<file path="src/rtl/sweep_logic_system.sv">
// rtl/sweep_logic_system.sv - exhaustive input sweep generator with registered logic results
// Holds each WIDTH-bit code for HOLD_CYCLES clocks and reports op-selected reductions of it.
module sweep_logic_system #(
  parameter int WIDTH       = 2,
  parameter int HOLD_CYCLES = 100,
  parameter int HOLD_W      = 8
) (
  input  logic             clk,
  input  logic             rst_n,
  input  logic             start,
  input  logic             stop,
  input  logic             mode,
  input  logic [1:0]       op,
  output logic [WIDTH-1:0] vec_out,
  output logic             out1,
  output logic             out2,
  output logic             sample_v,
  output logic             busy,
  output logic             done
);

  typedef enum logic [1:0] {IDLE, RUN, DONE_S} state_t;

  localparam logic [WIDTH-1:0]  ALL_ONES  = '1;
  localparam logic [HOLD_W-1:0] HOLD_LAST = HOLD_W'(HOLD_CYCLES - 1);

  state_t             state;
  logic [HOLD_W-1:0]  hold_cnt;
  logic               loaded;

  always_ff @(posedge clk or negedge rst_n) begin
    if (!rst_n) begin
      state    <= IDLE;
      vec_out  <= '0;
      hold_cnt <= '0;
      loaded   <= 1'b0;
      out1     <= 1'b0;
      out2     <= 1'b0;
      sample_v <= 1'b0;
      busy     <= 1'b0;
      done     <= 1'b0;
    end else begin
      out2 <= |vec_out;
      case (op)
        2'b00:   out1 <= &vec_out;
        2'b01:   out1 <= |vec_out;
        2'b10:   out1 <= ^vec_out;
        default: out1 <= ~&vec_out;
      endcase
      // loaded marks the clk a new code appeared; sample_v follows it once out1/out2 catch up
      loaded   <= 1'b0;
      sample_v <= 1'b0;
      done     <= 1'b0;
      case (state)
        IDLE: begin
          if (start && !stop) begin
            state    <= RUN;
            busy     <= 1'b1;
            vec_out  <= '0;
            hold_cnt <= '0;
            loaded   <= 1'b1;
          end
        end
        RUN: begin
          if (stop) begin
            state <= IDLE;
            busy  <= 1'b0;
          end else begin
            sample_v <= loaded;
            if (hold_cnt == HOLD_LAST) begin
              hold_cnt <= '0;
              if (vec_out != ALL_ONES) begin
                vec_out <= vec_out + WIDTH'(1);
                loaded  <= 1'b1;
              end else if (mode) begin
                vec_out <= '0;
                loaded  <= 1'b1;
              end else begin
                state <= DONE_S;
                busy  <= 1'b0;
                done  <= 1'b1;
              end
            end else begin
              hold_cnt <= hold_cnt + HOLD_W'(1);
            end
          end
        end
        default: begin
          state <= IDLE;
          busy  <= 1'b0;
        end
      endcase
    end
  end

endmodule

</file>
<file path="config.mk">
export PLATFORM = sky130hd
export DESIGN_NAME = sweep_logic_system
export DESIGN_NICKNAME = d
export VERILOG_FILES = /design/src/rtl/sweep_logic_system.sv
export SDC_FILE = /design/constraint.sdc
export NUM_CORES = 1
export LEC_CHECK = 0
export BUFFER_PORTS_ARGS = -buffer_cell sky130_fd_sc_hd__buf_2
export CAP_MARGIN = 20
export CELL_PAD_IN_SITES_DETAIL_PLACEMENT = 0
export CELL_PAD_IN_SITES_GLOBAL_PLACEMENT = 2
export CORE_UTILIZATION = 30
export DETAILED_ROUTE_END_ITERATION = 7
export HOLD_SLACK_MARGIN = 0.02
export PLACE_DENSITY = 0.8
export RECOVER_POWER = 100
export SETUP_SLACK_MARGIN = 0.4
export SKIP_CTS_REPAIR_TIMING = 1
export SLEW_MARGIN = 20
export SYNTH_ARGS = -nofsm -noshare
export SYNTH_HDL_FRONTEND = slang
export SYNTH_SLANG_ARGS = --single-unit
</file>
<file path="constraint.sdc">
create_clock -name clk -period 2.1 [get_ports clk]
set_input_delay 0.525 -clock clk [delete_from_list [all_inputs] [get_ports clk]]
set_output_delay 0.525 -clock clk [all_outputs]
set_load 0.005 [all_outputs]
</file>
==> results.yml, run 1 <==
timing:
  rsz0062_at_grt: "yes"
  max_clock_freq_mhz: 489
  min_period_over_period_pct: 97.4
  timing.clock.skew_ns: 0.0113
  worst_slew_pin_slew_ns: 0.889
  final_critical_path_setup_slack_ns: 0.0548
  hold_violations: 0
  drv_slew: 0
  final_period_minus_worst_setup_slack_ns: 2.05
  timing.final.setup_violations: 0
  worst_slew_margin_rel_pct: 40.8
global_routing:
  grt_overall_usage_pct: 12.6
  vias_in_the_first_global_route: 636
  gr-total-overflow: 0
  grt_antenna_before_repair: 0
  grt_first_pass_wirelength_um: 2960
  grt_start_max_net_pins: 18
routing:
  wl_um: 1680
  route.detailed.wl_per_inst_um: 12.0
  post_drt_via_cell_ratio: 4.83
  first_iter_violations: 14
  total_via_count_in_the_routed_design: 676
  dr.pass1.iters: 4
  drcViolationCount: 0
  antenna_left: 0
critical_path:
  worst_ep_required_ns: 2.27
  timing.critical_path.fanout_max: 6
  critPathCaptureType: "register"
  data_arrival_time_of_the_critical_path_ns: 2.22
  slowest_stage: "sky130_fd_sc_hd__or4b_1"
  worst_path_largest_cell_delay_ns: 0.43
  path_class: "reg -> reg"
  timing.critical_path.cells: "ha_2 > or4b_1 > or3_4 > a2111oi_4 > buf_6 > nor2_2"
  timing.critical_path.from_type: "register"
clock_network:
  htree_num_levels: 1
  cts_tree: "built"
  clk_sink_count: 17
  insertion_delay_ns: 0.29
  cts_max_path_buffers: 2
  numCtsBuffers: 3
  ctsRootBufferMaster: "sky130_fd_sc_hd__clkbuf_4"
  clock_edge_transition_at_the_registers_on_the_reported_setup_and_hold_paths_ns: 0.10
finish:
  filler_cell_count: 272
  final_cells: 140
  area_of_all_sequential_standard_cells_um2: 425
  area_of_combinational_cells_with_multiple_inputs_um2: 447
  drive_gt1_share_pct: 36.4
  antenna_cells_inserted: 0
  area_growth_pct: 29.7
  final_net_count: 121
logic_synthesis:
  synth_warnings: 0
  synthesis.area_per_instance_um2: 10.1
  postSynthNetCount: 94
  post_synthesis_instance_area_um2: 851
  synthDistinctLibCells: 26
  seq_area_frac_synth_pct: 50.0
  synth_cells: 84
  synth.ff_latch_count: 17
pwr:
  comb_power_share_pct: 16.7
  seq_power_share_pct: 56.8
  power_leakage_nw: 0.499
  cellPowerDensity_mw_per_mm2: 572
  power_mw: 0.631
  clock_power_share_pct: 26.5
  power.switching_mw: 0.162
  p_int_mw: 0.469
  vdd_drop_max_v: 0.000387
  p_sw_share_pct: 25.7
floorplan:
  die_width_um: 55.3
  die_height_um: 55.3
  core_region_area_mm2: 0.00257
  top_level_ports: 14
  initial_utilization_pct: 33.1
  dieArea_mm2: 0.00305
  std_cell_rows: 18
flow_run:
  max_cap_viols: 0
placement:
  post_placement_worst_setup_slack_ns: -0.0208
  gpl.final_weighted_congestion: 0.758
  portBuffers: 13
  dp_cells: 133
  dp_hpwl_um: 1230
outcome:
  run_status: "finished, final reports clean"
min_path:
  min_path_type: "in -> async"
per-stage QoR:
| stage | setup TNS, ns | hold WS, ns | cell area, um2 | utilization [%] |
|---|---|---|---|---|
| 3_5_place_dp | -0.107 | 0.466 | 998 | 38.9 |
| 6_report | 0 | 0.325 | 1100 | 43.0 |
| 2_1_floorplan | 0 | 0.229 | 851 | - |
| 4_1_cts | -0.226 | 0.140 | 1020 | 39.9 |
| 3_3_place_gp | 0 | 0.470 | 998 | 38.9 |
| 5_1_grt | -0.0258 | 0.407 | 1100 | 43.0 |
cells in the final DEF, fill, tap and decap left out:
cell type                   synthesis  layout
sky130_fd_sc_hd__dfrtp_1           17      17
sky130_fd_sc_hd__buf_2              0      11
sky130_fd_sc_hd__nand2_1            8       8
sky130_fd_sc_hd__buf_4              0       8
sky130_fd_sc_hd__inv_1              5       5
sky130_fd_sc_hd__xnor2_1            5       5
sky130_fd_sc_hd__nor2_2             0       4
sky130_fd_sc_hd__nor2_1            10       3
sky130_fd_sc_hd__o21ai_0            6       3
sky130_fd_sc_hd__nand3_1            4       3
sky130_fd_sc_hd__nand3b_1           3       3
sky130_fd_sc_hd__nor4_1             3       3
sky130_fd_sc_hd__nor2_4             0       3
sky130_fd_sc_hd__o21ai_1            0       3
sky130_fd_sc_hd__clkbuf_4           0       3
sky130_fd_sc_hd__clkbuf_1           1       3
sky130_fd_sc_hd__nor3_2             0       2
sky130_fd_sc_hd__nor3_1             4       2
sky130_fd_sc_hd__mux2i_1            2       2
sky130_fd_sc_hd__ha_1               3       2
sky130_fd_sc_hd__buf_6              1       2
sky130_fd_sc_hd__a21oi_1            1       1
sky130_fd_sc_hd__o31ai_1            1       1
sky130_fd_sc_hd__or4b_1             1       1
sky130_fd_sc_hd__or3_4              0       1
sky130_fd_sc_hd__nand2b_1           1       1
sky130_fd_sc_hd__or3b_4             1       1
sky130_fd_sc_hd__and3_1             1       1
sky130_fd_sc_hd__a2111oi_4          1       1
sky130_fd_sc_hd__or2_2              1       1
sky130_fd_sc_hd__nand4_1            1       1
sky130_fd_sc_hd__xor2_1             1       1
sky130_fd_sc_hd__nand3_2            0       1
sky130_fd_sc_hd__or4b_2             1       1
sky130_fd_sc_hd__ha_2               0       1
sky130_fd_sc_hd__buf_1              0       1
cell usage after synthesis (all sizes together):
master,instances,area [um2]
dfrtp,17,425
nor2,10,37.5
nand2,8,30.0
o21ai,6,30.0
inv,5,18.8
xnor2,5,43.8
nand3,4,20.0
nor3,4,20.0
ha,3,37.5
nand3b,3,22.5
nor4,3,18.8
mux2i,2,20.0
or4b,2,20.0
a2111oi,1,27.5
a21oi,1,5.00
and3,1,6.26
buf,1,11.3
clkbuf,1,3.75
nand2b,1,6.26
nand4,1,6.26
o31ai,1,7.51
or2,1,6.26
or3,1,6.26
or3b,1,11.3
xor2,1,8.76
final cells by class:
type                            instances  share of cell area [%]
Timing Repair Buffer                   24                    13.5
Clock buffer                            4                    2.38
Tap cell                               30                    3.40
Inverter                                5                    1.70
Multi-Input combinational cell         60                    40.5
Sequential cell                        17                    38.5
cell families after synthesis:
group	after synthesis	share of synthesized area (%)
AND/OR/NAND/NOR	40	24.9
flip-flops	17	50.0
AO/OA/AOI/OAI	9	8.24
buffers and inverters	7	3.97
XOR/XNOR	6	6.18
adder cells (fa/ha/maj)	3	4.41
multiplexers	2	2.35
power by group through the flow:
stage	clock [mW]	sequential (mW)	combinational, mW
2_1_floorplan	0	0.364	0.0428
3_3_place_gp	0	0.363	0.0889
3_5_place_dp	0	0.364	0.0888
4_1_cts	0.177	0.358	0.0889
5_1_grt	0.204	0.362	0.120
6_report	0.167	0.358	0.105
worst max-delay path, delay by kind of cell, from the launching register on:
kind | cells | cell delay [ns]
flops | 1 | 0.38
compound gates | 1 | 0.32
buf+inv | 1 | 0.20
simple gates | 3 | 0.85
fa+ha+maj | 1 | 0.19
sequential cells by signal, summed over array words and instances, names as in the netlist:
| register | flops |
|---|---|
| hold_cnt | 8 |
| state | 2 |
| vec_out | 2 |
| done | 1 |
| loaded | 1 |
| out1 | 1 |
| out2 | 1 |
| sample_v | 1 |
layer usage:
| layer | vias to the layer above | wire [um] | global-route usage (%) | share of wire (%) |
|---|---|---|---|---|
| met2 | 14 | 802 | 17.0 | 48 |
| met5 | - | 0 | 0 | 0 |
| met3 | 2 | 84 | 5.15 | 5.0 |
| met1 | 321 | 774 | 17.9 | 46 |
| li1 | 339 | - | - | - |
| met4 | 0 | 19 | 4.29 | 1.1 |
final timing paths:
path / start / to / slack [ns] / cells after the start
max: hold_cnt[1] / hold_cnt[5] / 0.05 / 6
min: rst_n / vec_out[0] / 0.33 / 1
max reg2reg: hold_cnt[1] / hold_cnt[5] / 0.05 / 6
min reg2reg: loaded / sample_v / 0.50 / 1
max in group asynchronous: rst_n / hold_cnt[6] / 1.22 / 1
min in group clk: loaded / sample_v / 0.50 / 1
Note: power is estimated with default switching activity, not from simulation.
==> run 2, diff against run 1 <==
--- a/config.mk
+++ b/config.mk
@@ -5,14 +5,14 @@
 export SDC_FILE = /design/constraint.sdc
 export NUM_CORES = 1
 export LEC_CHECK = 0
+export ABC_AREA = 1
+export ABC_CLOCK_PERIOD_IN_PS = 2100
 export BUFFER_PORTS_ARGS = -buffer_cell sky130_fd_sc_hd__buf_2
 export CAP_MARGIN = 20
-export CELL_PAD_IN_SITES_DETAIL_PLACEMENT = 0
-export CELL_PAD_IN_SITES_GLOBAL_PLACEMENT = 2
-export CORE_UTILIZATION = 30
+export CORE_UTILIZATION = 49
 export DETAILED_ROUTE_END_ITERATION = 7
 export HOLD_SLACK_MARGIN = 0.02
-export PLACE_DENSITY = 0.8
+export PLACE_DENSITY = 0.82
 export RECOVER_POWER = 100
 export SETUP_SLACK_MARGIN = 0.4
 export SKIP_CTS_REPAIR_TIMING = 1
==> run 2 against run 1 <==
Via count is 19% higher. Fmax is 26% higher. Critical path type unchanged. First-iteration DRC count is 110% higher. Final cell count is 13% higher. Worst hold slack worse by 0.026 ns. Clock-buffer cell count is 1 lower. Power is 10% higher.
==> results.yml, run 2 <==
routing:
  first_iter_violations: 29
  wl_um: 1800
  route.layer.met1.wl_um: 836
  dr_wl_met2_um: 856
  drcViolationCount: 0
  maxUsedRoutingLayer: "met4"
  post_drt_via_cell_ratio: 5.09
  total_via_count_in_the_routed_design: 804
  antenna_left: 0
  wl_met3_um: 82
  dr.pass1.iters: 4
  route.detailed.wl_per_inst_um: 11.4
finish:
  area_growth_pct: 8.53
  final_net_count: 144
  most_frequent_cells_in_the_layout: "sky130_fd_sc_hd__nand2_1, sky130_fd_sc_hd__inv_1, sky130_fd_sc_hd__dfrtp_1"
  layout.core_utilization_pct: 58.9
  layout_commonest_cell: "sky130_fd_sc_hd__nand2_1"
  largest_register: "hold_cnt"
  drive_gt1_share_pct: 22.6
  filler_cell_count: 165
  antenna_cells_inserted: 0
  largest_registers: "hold_cnt x8, state x2, vec_out x2"
  flip_flop_count_of_the_largest_register_after_layout: 8
timing:
  setup_tns_ns: 0
  hold_violations: 0
  timing.clock.skew_ns: 0.0106
  timing.final.setup_violations: 0
  worst_slew_pin_slew_ns: 0.860
  final_period_minus_worst_setup_slack_ns: 1.63
  min_period_over_period_pct: 77.4
  rsz0062_at_grt: "no"
  max_clock_freq_mhz: 615
  drv_slew: 0
  worst_slew_margin_rel_pct: 42.6
critical_path:
  critPathTopFamily: "simple AND/OR/NAND/NOR gates"
  data_arrival_time_of_the_critical_path_ns: 1.82
  worst_ep_required_ns: 2.29
  worst-r2r-setup-slack_ns: 0.47
  slowest_stage: "sky130_fd_sc_hd__dfrtp_1"
  timing.critical_path.cells: "ha_1 > nand2_1 > nor2_4 > nand2_1 > clkinvlp_2 > nand2_4 > nand2_2 > nand2_1 > nand2_1"
  path_class: "reg -> reg"
  critPathCaptureType: "register"
  timing.critical_path.fanout_max: 7
  timing.critical_path.from_type: "register"
  critical_path_buf_inv_count: 1
  worst_path_largest_cell_delay_ns: 0.42
  critical_path.most_common_cell: "sky130_fd_sc_hd__nand2_1"
clock_network:
  htree_num_levels: 1
  clk_sink_count: 17
  cts_tree: "built"
  ctsRootBufferMaster: "sky130_fd_sc_hd__clkbuf_4"
  clock_edge_transition_at_the_registers_on_the_reported_setup_and_hold_paths_ns: 0.11
  numCtsBuffers: 3
  cts_max_path_buffers: 2
  insertion_delay_ns: 0.30
logic_synthesis:
  synth_warnings: 0
  postSynth.topFlopCell: "sky130_fd_sc_hd__dfrtp_1"
  synth_cells: 117
  synth.top_cell.area_share_pct: 43.9
  top_cell_type_by_total_area_after_synthesis: "sky130_fd_sc_hd__dfrtp_1"
  synthDistinctLibCells: 24
  async_reset_ff_share_pct: 100
  postSynthNetCount: 127
  seq_area_frac_synth_pct: 43.9
  synth_commonest_cells: "sky130_fd_sc_hd__nand2_1, sky130_fd_sc_hd__dfrtp_1, sky130_fd_sc_hd__inv_1, sky130_fd_sc_hd__nand3_1, sky130_fd_sc_hd__nand4_1"
  synth.ff_latch_count: 17
  post_synth_main_area_contributors: "sky130_fd_sc_hd__dfrtp_1, sky130_fd_sc_hd__nand2_1, sky130_fd_sc_hd__inv_1, sky130_fd_sc_hd__nand2_4, sky130_fd_sc_hd__nand4_1"
  synth-edff-count: 0
  post_synthesis_instance_area_um2: 968
  synthesis.area_per_instance_um2: 8.28
  synthMostInstantiatedCell: "sky130_fd_sc_hd__nand2_1"
pwr:
  comb_power_share_pct: 19.9
  cellPowerDensity_mw_per_mm2: 663
  power_leakage_nw: 0.587
  p_int_mw: 0.480
  vdd_drop_max_v: 0.000441
  seq_power_share_pct: 54.5
  power.switching_mw: 0.217
  clock_power_share_pct: 25.6
  p_sw_share_pct: 31.1
flow_run:
  max_cap_viols: 0
global_routing:
  grt_first_pass_wirelength_um: 2980
  grt_overall_usage_pct: 19.8
  grt_antenna_before_repair: 0
  vias_in_the_first_global_route: 714
  gr-total-overflow: 0
  grt_start_max_net_pins: 18
floorplan:
  top_level_ports: 14
  die_width_um: 46.5
  die_height_um: 46.5
  std_cell_rows: 15
  core_region_area_mm2: 0.00178
  initial_utilization_pct: 54.3
  dieArea_mm2: 0.00216
placement:
  gpl.final_weighted_congestion: 0.837
  dp_hpwl_um: 1370
  portBuffers: 13
min_path:
  min_path_type: "in -> async"
outcome:
  run_status: "finished, final reports clean"
==> run 2: changes by cell type after synthesis, moves of 6 or more <==
cell / delta
sky130_fd_sc_hd__nand4_1: +6
sky130_fd_sc_hd__inv_1: +11
sky130_fd_sc_hd__nand2_1: +16
sky130_fd_sc_hd__inv_2: +6
==> run 2: routing by layer <==
layer  GRT usage (%)  up-vias
met4            7.06        0
met5               0        -
met2            30.6       22
met3            3.53        4
met1            27.5      370
li1                -      408
==> run 2: cells by family (layout without fill, tap and decap cells) <==
| logic type | count (synthesis) | in the layout | synth area share [%] |
|---|---|---|---|
| AOI/OAI and AO/OA | 10 | 10 | 5.56 |
| DFF | 17 | 17 | 43.9 |
| buffers and inverters | 24 | 40 | 10.7 |
| adders and majority gates | 3 | 3 | 3.88 |
| and+or+nand+nor | 62 | 62 | 35.0 |
| xor gates and xnor gates | 1 | 1 | 0.905 |
==> run 2: final timing paths <==
path / end / startpoint / cells past startpoint
max: vec_out[1] / hold_cnt[1] / 9
min: hold_cnt[2] / rst_n / 1
max reg2reg: vec_out[1] / hold_cnt[1] / 9
min reg2reg: sample_v / loaded / 2
max in group asynchronous: vec_out[0] / rst_n / 1
min in group clk: state[1] / mode / 2
==> run 2: area by class of cell <==
| cell class | count | area [um2] | area share [%] |
|---|---|---|---|
| multi-input cells | 76 | 419 | 39.9 |
| well taps | 25 | 31.3 | 2.98 |
| repair buffers | 13 | 60.1 | 5.71 |
| clock buffers | 3 | 22.5 | 2.14 |
| clock inverters | 1 | 5.00 | 0.476 |
| flip-flops and latches | 17 | 425 | 40.5 |
| inverters | 23 | 87.6 | 8.33 |
==> run 2: power groups by stage <==
stage	clock network (mW)	logic [mW]	registers, mW
floorplan	0	0.0994	0.385
global placement	0	0.143	0.384
detailed placement	0	0.147	0.387
CTS	0.183	0.148	0.380
global route	0.193	0.161	0.384
finish	0.178	0.139	0.379
==> run 2: stage by stage <==
stage               worst slack (ns)  cell area, um2  instances  hold WS (ns)  total power [mW]
floorplan                      0.834             968        117         0.229             0.484
global placement               0.709            1050        154         0.463             0.526
detailed placement             0.671            1050        154         0.465             0.533
CTS                            0.682            1080        158         0.134             0.712
global route                   0.349            1050        158         0.391             0.737
finish                         0.474            1050        158         0.299             0.696
==> run 3, diff against run 2 <==
--- a/config.mk
+++ b/config.mk
@@ -6,7 +6,7 @@
 export NUM_CORES = 1
 export LEC_CHECK = 0
 export ABC_AREA = 1
-export ABC_CLOCK_PERIOD_IN_PS = 2100
+export ABC_CLOCK_PERIOD_IN_PS = 1400
 export BUFFER_PORTS_ARGS = -buffer_cell sky130_fd_sc_hd__buf_2
 export CAP_MARGIN = 20
 export CORE_UTILIZATION = 49
==> constraint.sdc (replaced) <==
create_clock -name clk -period 1.4 [get_ports clk]
set_input_delay 0.35 -clock clk [delete_from_list [all_inputs] [get_ports clk]]
set_output_delay 0.35 -clock clk [all_outputs]
set_load 0.005 [all_outputs]
==> run 3 against run 2 <==
First-iteration DRC count fell by 24%. Critical path depth fell by 8. Worst hold slack got worse by 0.037 ns. Global-route usage rose by 0.97 points. Worst setup slack got worse by 0.40 ns. Clock-buffer cell count rose by 1. Routed wire length rose by 26%. Non-clock buffer count rose by 10.
==> results.yml, run 3 (synthesis results as in run 2) <==
pwr:
  power_leakage_nw: 0.657
  vdd_drop_max_v: 0.000732
  power_mw: 1.17
  cellPowerDensity_mw_per_mm2: 941
finish:
  drive_gt1_share_pct: 35.4
  layout_commonest_cell: "sky130_fd_sc_hd__nand2_1"
  largest_register: "hold_cnt"
  area_growth_pct: 28.0
  final_net_count: 155
  antenna_cells_inserted: 0
  most_frequent_cells_in_the_layout: "sky130_fd_sc_hd__nand2_1, sky130_fd_sc_hd__dfrtp_1, sky130_fd_sc_hd__inv_1"
  largest_registers: "hold_cnt x8, state x2, vec_out x2"
  flip_flop_count_of_the_largest_register_after_layout: 8
timing:
  worst_slew_pin_slew_ns: 0.413
  drv_slew: 0
  min_period_over_period_pct: 94.4
  max_clock_freq_mhz: 757
  timing.final.setup_violations: 0
  worst_slew_margin_rel_pct: 72.5
  hold_violations: 0
  rsz0062_at_grt: "yes"
  timing.clock.skew_ns: 0.00897
  final_period_minus_worst_setup_slack_ns: 1.32
  setup_tns_ns: 0
critical_path:
  slowest_stage: "sky130_fd_sc_hd__dfrtp_1"
  worst_path_largest_cell_delay_ns: 0.53
  timing.critical_path.cells: "buf_6"
  data_arrival_time_of_the_critical_path_ns: 0.97
  critPathCaptureType: "output port"
  worst_ep_required_ns: 1.05
  timing.critical_path.from_type: "register"
  timing.critical_path.fanout_max: 5
  critical_path_buf_inv_count: 1
  critPathTopFamily: "flip-flops"
  path_class: "reg -> out"
global_routing:
  grt_antenna_before_repair: 0
  gr-total-overflow: 0
  grt_start_max_net_pins: 18
  grt_first_pass_wirelength_um: 3130
  vias_in_the_first_global_route: 753
  grt_overall_usage_pct: 20.7
routing:
  route.detailed.wl_per_inst_um: 13.4
  post_drt_via_cell_ratio: 5.22
  total_via_count_in_the_routed_design: 882
  drcViolationCount: 0
  wl_um: 2270
  antenna_left: 0
  first_iter_violations: 22
  dr.pass1.iters: 4
clock_network:
  clock_edge_transition_at_the_registers_on_the_reported_setup_and_hold_paths_ns: 0.11
  htree_num_levels: 1
  ctsRootBufferMaster: "sky130_fd_sc_hd__clkbuf_4"
  numCtsBuffers: 3
  cts_max_path_buffers: 2
  insertion_delay_ns: 0.30
  clk_sink_count: 17
  cts_tree: "built"
floorplan:
  initial_utilization_pct: 54.3
  core_region_area_mm2: 0.00178
  dieArea_mm2: 0.00216
  top_level_ports: 14
  die_width_um: 46.5
  std_cell_rows: 15
  die_height_um: 46.5
placement:
  dp_hpwl_um: 1370
  gpl.final_weighted_congestion: 0.805
  portBuffers: 13
outcome:
  run_status: "finished, final reports clean"
min_path:
  min_path_type: "in -> reg"
flow_run:
  max_cap_viols: 0
## run 3: path summary, 6_finish.rpt
| check | startpoint | end | slack [ns] | cells after the start |
|---|---|---|---|---|
| hold / removal | mode | state[1] | 0.26 | 2 |
| min in group asynchronous | rst_n | hold_cnt[2] | 0.50 | 2 |
| hold reg to reg | loaded | sample_v | 0.51 | 2 |
| setup reg to reg | state[1] | hold_cnt[1] | 0.12 | 5 |
| setup / recovery | state[0] | busy | 0.08 | 1 |
| max in group asynchronous | rst_n | vec_out[0] | 0.61 | 2 |
## run 3: cell type report
type	instances	area, um2
clock buffer	4	26.3
fill	122	543
inverter	23	88.8
multi-input combinational	77	518
sequential	17	425
tap	25	31.3
timing repair buffer	23	150
## run 3: stage by stage
stage	hold slack (ns)	instances	setup WS [ns]	area [um2]	utilization, %
after floorplan	0.0544	117	0.266	978	-
after global placement	0.286	154	0.184	1060	59.4
after detailed placement	0.290	154	0.149	1060	59.4
after CTS	-0.0418	158	0.145	1090	60.9
after global routing	0.283	169	0.0636	1240	69.5
final	0.263	169	0.0785	1240	69.5
## run 3: power by group
part	internal (mW)	total [mW]	switching, mW	leakage [nW]
clock network	0.111	0.277	0.166	0.0150
logic	0.143	0.313	0.170	0.412
registers	0.536	0.576	0.0405	0.230
## run 3: layer usage
metal  vias to the layer above  global-route usage, %  share of wire [%]
met5                         -                      0                  0
met4                         0                   10.6                2.7
met3                         8                   2.35                2.8
met2                        24                   32.8                 51
met1                       416                   27.7                 43
li1                        434                      -                  -
